==> src/rtl/mux_scan_pkg.sv <==
// Shared types, sizes and the channel-to-select mapping for the mux scan sequencer.
package mux_scan_pkg;

    localparam int CH_COUNT = 16;
    localparam int CH_W     = 4;

    typedef enum logic [1:0] {
        IDLE = 2'd0,
        SCAN = 2'd1,
        DONE = 2'd2
    } state_t;

    // Channel index to {sel0, sel1, sel2, sel3}: sel0..sel2 carry the in-half index
    // MSB-first, sel3 picks the lower half (channels 0..7) when high.
    function automatic logic [3:0] ch_to_sel(input logic [CH_W-1:0] ch);
        ch_to_sel = {ch[2], ch[1], ch[0], ~ch[3]};
    endfunction

endpackage

==> src/rtl/mux_scan_next_ch.sv <==
// Priority finder: next set mask bit strictly above idx, or lowest set bit when from_start.
module mux_scan_next_ch
    import mux_scan_pkg::*;
(
    input  logic [CH_COUNT-1:0] mask,
    input  logic [CH_W-1:0]     idx,
    input  logic                from_start,
    output logic [CH_W-1:0]     next_ch,
    output logic                found
);

    // Walk from the top down so the lowest qualifying channel is the last one written
    always_comb begin
        next_ch = {CH_W{1'b0}};
        found   = 1'b0;
        for (int i = CH_COUNT - 1; i >= 0; i--) begin
            if (mask[i] && (from_start || (CH_W'(i) > idx))) begin
                next_ch = CH_W'(i);
                found   = 1'b1;
            end else begin
                next_ch = next_ch;
                found   = found;
            end
        end
    end

endmodule

==> src/rtl/mux_scan_sequencer.sv <==
// Steps the 16:1 mux selects through a masked channel set, samples the mux output
// once per channel after a settle time, and returns the assembled word over valid/ready.
module mux_scan_sequencer
    import mux_scan_pkg::*;
#(
    parameter int SETTLE_CYCLES = 1
) (
    input  logic                clk,
    input  logic                rst_n,
    input  logic                start_valid,
    output logic                start_ready,
    input  logic [CH_COUNT-1:0] ch_mask,
    output logic                sel0,
    output logic                sel1,
    output logic                sel2,
    output logic                sel3,
    input  logic                mux_s,
    output logic                result_valid,
    input  logic                result_ready,
    output logic [CH_COUNT-1:0] result,
    output logic                busy
);

    // A settle time of zero would never sample, so it is promoted to one cycle.
    localparam int SETTLE_EFF = (SETTLE_CYCLES < 1) ? 1 : SETTLE_CYCLES;
    localparam int CNT_W      = (SETTLE_EFF > 1) ? $clog2(SETTLE_EFF) : 1;
    localparam logic [CNT_W-1:0] SETTLE_LAST = CNT_W'(SETTLE_EFF - 1);

    state_t                state_r;
    logic [CH_COUNT-1:0]   mask_r;
    logic [CH_W-1:0]       ch_r;
    logic [CNT_W-1:0]      settle_r;
    logic [3:0]            sel_r;
    logic [CH_COUNT-1:0]   result_r;
    logic                  start_ready_r;
    logic                  result_valid_r;
    logic                  busy_r;

    logic [CH_COUNT-1:0]   find_mask_s;
    logic                  find_from_start_s;
    logic [CH_W-1:0]       next_ch_s;
    logic                  found_s;
    logic                  settle_done_s;

    // In IDLE search the incoming mask from the bottom; otherwise continue above the current channel
    always_comb begin
        find_mask_s       = mask_r;
        find_from_start_s = 1'b0;
        if (state_r == IDLE) begin
            find_mask_s       = ch_mask;
            find_from_start_s = 1'b1;
        end else begin
            find_mask_s       = mask_r;
            find_from_start_s = 1'b0;
        end
    end

    // Flag the last cycle of the settle window for the current channel
    always_comb begin
        settle_done_s = (settle_r == SETTLE_LAST);
    end

    mux_scan_next_ch u_next_ch (
        .mask       (find_mask_s),
        .idx        (ch_r),
        .from_start (find_from_start_s),
        .next_ch    (next_ch_s),
        .found      (found_s)
    );

    // Scan controller: request acceptance, channel stepping, sampling and result handoff
    always_ff @(posedge clk or negedge rst_n) begin
        if (!rst_n) begin
            state_r        <= IDLE;
            mask_r         <= {CH_COUNT{1'b0}};
            ch_r           <= {CH_W{1'b0}};
            settle_r       <= {CNT_W{1'b0}};
            sel_r          <= ch_to_sel(4'd0);
            result_r       <= {CH_COUNT{1'b0}};
            start_ready_r  <= 1'b1;
            result_valid_r <= 1'b0;
            busy_r         <= 1'b0;
        end else begin
            case (state_r)
                IDLE: begin
                    if (start_valid) begin
                        mask_r        <= ch_mask;
                        result_r      <= {CH_COUNT{1'b0}};
                        start_ready_r <= 1'b0;
                        busy_r        <= 1'b1;
                        if (found_s) begin
                            ch_r     <= next_ch_s;
                            sel_r    <= ch_to_sel(next_ch_s);
                            settle_r <= {CNT_W{1'b0}};
                            state_r  <= SCAN;
                        end else begin
                            // Empty mask: valid is raised one cycle later from DONE.
                            state_r  <= DONE;
                        end
                    end else begin
                        start_ready_r <= 1'b1;
                    end
                end

                SCAN: begin
                    if (settle_done_s) begin
                        result_r[ch_r] <= mux_s;
                        if (found_s) begin
                            ch_r     <= next_ch_s;
                            sel_r    <= ch_to_sel(next_ch_s);
                            settle_r <= {CNT_W{1'b0}};
                        end else begin
                            // Selects keep pointing at the last visited channel.
                            result_valid_r <= 1'b1;
                            state_r        <= DONE;
                        end
                    end else begin
                        settle_r <= settle_r + CNT_W'(1);
                    end
                end

                DONE: begin
                    if (!result_valid_r) begin
                        result_valid_r <= 1'b1;
                    end else if (result_ready) begin
                        // Result word stays readable until the next start clears it.
                        result_valid_r <= 1'b0;
                        busy_r         <= 1'b0;
                        start_ready_r  <= 1'b1;
                        state_r        <= IDLE;
                    end else begin
                        result_valid_r <= 1'b1;
                    end
                end

                default: begin
                    state_r        <= IDLE;
                    start_ready_r  <= 1'b1;
                    result_valid_r <= 1'b0;
                    busy_r         <= 1'b0;
                end
            endcase
        end
    end

    assign sel0         = sel_r[3];
    assign sel1         = sel_r[2];
    assign sel2         = sel_r[1];
    assign sel3         = sel_r[0];
    assign start_ready  = start_ready_r;
    assign result_valid = result_valid_r;
    assign result       = result_r;
    assign busy         = busy_r;

endmodule
==> config.mk <==
export PLATFORM = sky130hd
export DESIGN_NAME = mux_scan_sequencer
export DESIGN_NICKNAME = d
export VERILOG_FILES = /design/src/rtl/mux_scan_pkg.sv /design/src/rtl/mux_scan_next_ch.sv /design/src/rtl/mux_scan_sequencer.sv
export SDC_FILE = /design/constraint.sdc
export NUM_CORES = 1
export LEC_CHECK = 0
export BUFFER_PORTS_ARGS = -buffer_cell sky130_fd_sc_hd__buf_4
export CORE_MARGIN = 2
export CORE_UTILIZATION = 37
export DETAILED_ROUTE_END_ITERATION = 8
export PLACE_DENSITY_LB_ADDON = 0.1
export SLEW_MARGIN = 20
export SYNTH_ARGS = -nofsm -noshare
export SYNTH_HDL_FRONTEND = slang
export SYNTH_SLANG_ARGS = --single-unit
==> constraint.sdc <==
create_clock -name clk -period 3.04 [get_ports clk]
set_clock_uncertainty 0.15 [all_clocks]
set_input_delay 0.152 -clock clk [delete_from_list [all_inputs] [get_ports clk]]
set_output_delay 0.152 -clock clk [all_outputs]
set_load 0.01 [all_outputs]
==> results.ini <==
[setup_path]
crit_path_start_kind = flip-flop
r2r_cells = 8
r2r_slack_ns = 0.22
timing.rr.start = state_r[0]
arrival_ns = 2.86
r2r-end = result_valid
crit_start = state_r[0]
cp-end-kind = flip-flop
endpoint = result_valid
worst_ep_required_time_ns = 3.08
path_max_fanout = 12
crit_type = flip-flop to flip-flop

[grt]
grt_pass1_vias = 2009
grt_max_degree = 42
grt_use_total_pct = 17.6
grt_pass1_wl_um = 10000
antenna_found_initial = 0
grt-ovfl-total = 0

[logic_synthesis]
yosys.area.top_type_share_pct = 40.2
synth_edf_count = 0
synthDistinctLibCells = 53
yosysSeqAreaShare_pct = 42.4
synth_area_leader_cell = dfrtp_1
synthArstFlopShare_pct = 100
synth.net_count = 278
ys_ff_latch = 41
ys_warn_count = 0
avgSynthCellArea_um2 = 9.55
synthCells = 254
syn-cell-area_um2 = 2420
ys_dominant_reg_cell = dfrtp_1
synthTopCellsByArea = dfrtp_1 (40%), mux2_2 (6.5%), o21ai_0 (6.0%)

[layout]
drive_gt1_share_pct = 27.3
diodes = 0
fin_nets = 338
area_growth_syn_to_layout_pct = 27.6
final_core_util_pct = 48.7
multi_input_area_um2 = 1280
fillCellCount = 617
ff_latch_area_um2 = 1030

[timing]
relSlewSlack_pct = 64.4
finalMaxSlewViolations = 0
setup_viol = 0
hold_ws_ns = 0.0169
fin_tns_setup_ns = 0
fmax_mhz = 355
grt_setup_unrepaired = no
worst_pin_slew_ns = 0.534
fin_crit_sh_pct = 92.7
hold_violations = 0
min_period_ns = 2.82

[routing]
drtPass1Iterations = 4
wl_um = 6120
ant_nets = 0
top_layer = met4
dr_wl_met3_um = 241
drt_iter0_drc = 78
met1_length_um = 3010
via_per_inst = 5.47
wire_per_inst_um = 15.6
vias = 2145
wl_met2_um = 2810
drcViolationCount = 0

[floorplan]
die_h_um = 85.0
core_area_um2 = 6350
dieArea_um2 = 7220
initial_utilization_pct = 38.2
die_w_um = 85.0
rows = 29
io_pins = 44

[hold_path]
hold_path.class = input port to flip-flop

[flow_run]
cap_violations = 0

[run_status]
status = finished clean

[pwr]
irDropWorstVdd_v = 0.000317
fin_total_pwr_w = 0.00301
power_density_nw_per_um2 = 973
cellLeakagePower_nw = 1.36

[clock_tree]
clock_path_buffers = 2
postCtsSetupBuffers = 0
cts-root-buf = clkbuf_8
clock-sinks = 41
cts_tree = yes
clk_pin_slew_ns = 0.08
clock_latency_ns = 0.29
htree_levels = 2
cts_buffers = 5

[placed_design]
portBuffers = 43
finalWeightedCongestion = 0.898
place_hpwl_um = 4490

==> how the worst min path moves through the flow <==
stage,slack (ns),start,cells past startpoint,endpoint
after floorplan,-0.29,rst_n,0,busy
after global placement,0.03,rst_n,1,mask_r[7]
after detailed placement,0.03,rst_n,1,mask_r[6]
after CTS,0.01,ch_mask[1],3,mask_r[1]
after global routing,0.04,start_valid,3,busy
final,0.02,ch_mask[1],3,mask_r[1]
==> cells in the final DEF (no fill, tap or decap), drive strengths merged, types with 10 or more instances in the layout <==
cell,instances
dfrtp,39
buf,51
mux2,17
dlygate4sd3,15
o21ai,41
nor2,18
a22o,10
a21oi,10
inv,10
nand2,21
==> cell type report <==
| type | instances | area share (%) |
|---|---|---|
| multi-input combinational | 189 | 41.3 |
| clock buffer | 7 | 2.79 |
| timing repair buffer | 66 | 17.2 |
| clock inverter | 1 | 0.971 |
| tap | 77 | 3.11 |
| sequential | 41 | 33.3 |
| inverter | 11 | 1.33 |
==> synth_stat cells (2+ instances only) <==
library cell,instances
o21a_1,3
dfrtp_1,39
a21oi_1,10
or2_1,3
clkbuf_1,4
nand3_1,7
a31oi_1,7
a22o_1,10
buf_6,3
nand2_1,21
nor2_1,17
mux2_2,14
o211ai_1,3
inv_1,9
buf_2,5
a21boi_0,2
nor2b_1,3
nand4_1,2
a211oi_1,4
a32o_1,3
a21o_1,2
o21ai_0,29
ha_1,3
o31ai_1,4
mux2_1,3
dfstp_2,2
a22oi_1,3
nand2b_1,3
o21ai_1,11
nor3_1,2
==> state kept, by name (all words and copies together) (netlist names) <==
| name | count |
|---|---|
| busy | 1 |
| ch_r | 2 |
| mask_r | 15 |
| result | 16 |
| result_valid | 1 |
| sel_r | 3 |
| start_ready | 1 |
| state_r | 2 |
==> power by group <==
group | switching [W] | internal (W) | total (W) | leakage [nW]
combinational | 0.000937 | 0.000698 | 0.00164 | 0.780
sequential | 0.000149 | 0.000765 | 0.000914 | 0.518
clock | 0.000193 | 0.000268 | 0.000461 | 0.0585
==> kinds of logic after synthesis <==
kind of cell / Yosys count / synth area share [%]
AO/OA/AOI/OAI: 100 / 27.3
adder cells (fa/ha/maj): 3 / 1.55
buffers and inverters: 24 / 4.90
flip-flops: 41 / 42.4
multiplexers: 18 / 8.31
AND/OR/NAND/NOR: 68 / 15.5
==> routing by layer <==
metal,track usage (%),up-vias
met5,0,-
met4,5.34,0
met3,3.40,6
met2,26.7,49
met1,25.4,1033
li1,-,1057
==> critical path, cell delays in order (launching register included) <==
cell and delay (ns):
dfrtp_1 0.39, inv_1 0.08, ha_1 0.25, buf_4 0.20, a32o_1 0.28, or4b_4 0.59
nor4_4 0.46, o21ai_1 0.11, a32o_1 0.21
==> timing repair <==
action	in CTS	in global routing
gates resized for setup	0	0
setup endpoints to repair	0	0
hold endpoints to repair	53	0
hold buffers	15	0
==> per-stage QoR <==
| stage | instance area (um2) | setup WS, ns | instances |
|---|---|---|---|
| 2_1_floorplan | 2420 | 0.488 | 254 |
| 3_3_place_gp | 2830 | 0.304 | 369 |
| 3_5_place_dp | 2830 | 0.258 | 369 |
| 4_1_cts | 3090 | 0.243 | 392 |
| 5_1_grt | 3090 | 0.0431 | 392 |
| 6_report | 3090 | 0.223 | 392 |
(Power assumes the default switching activity.)
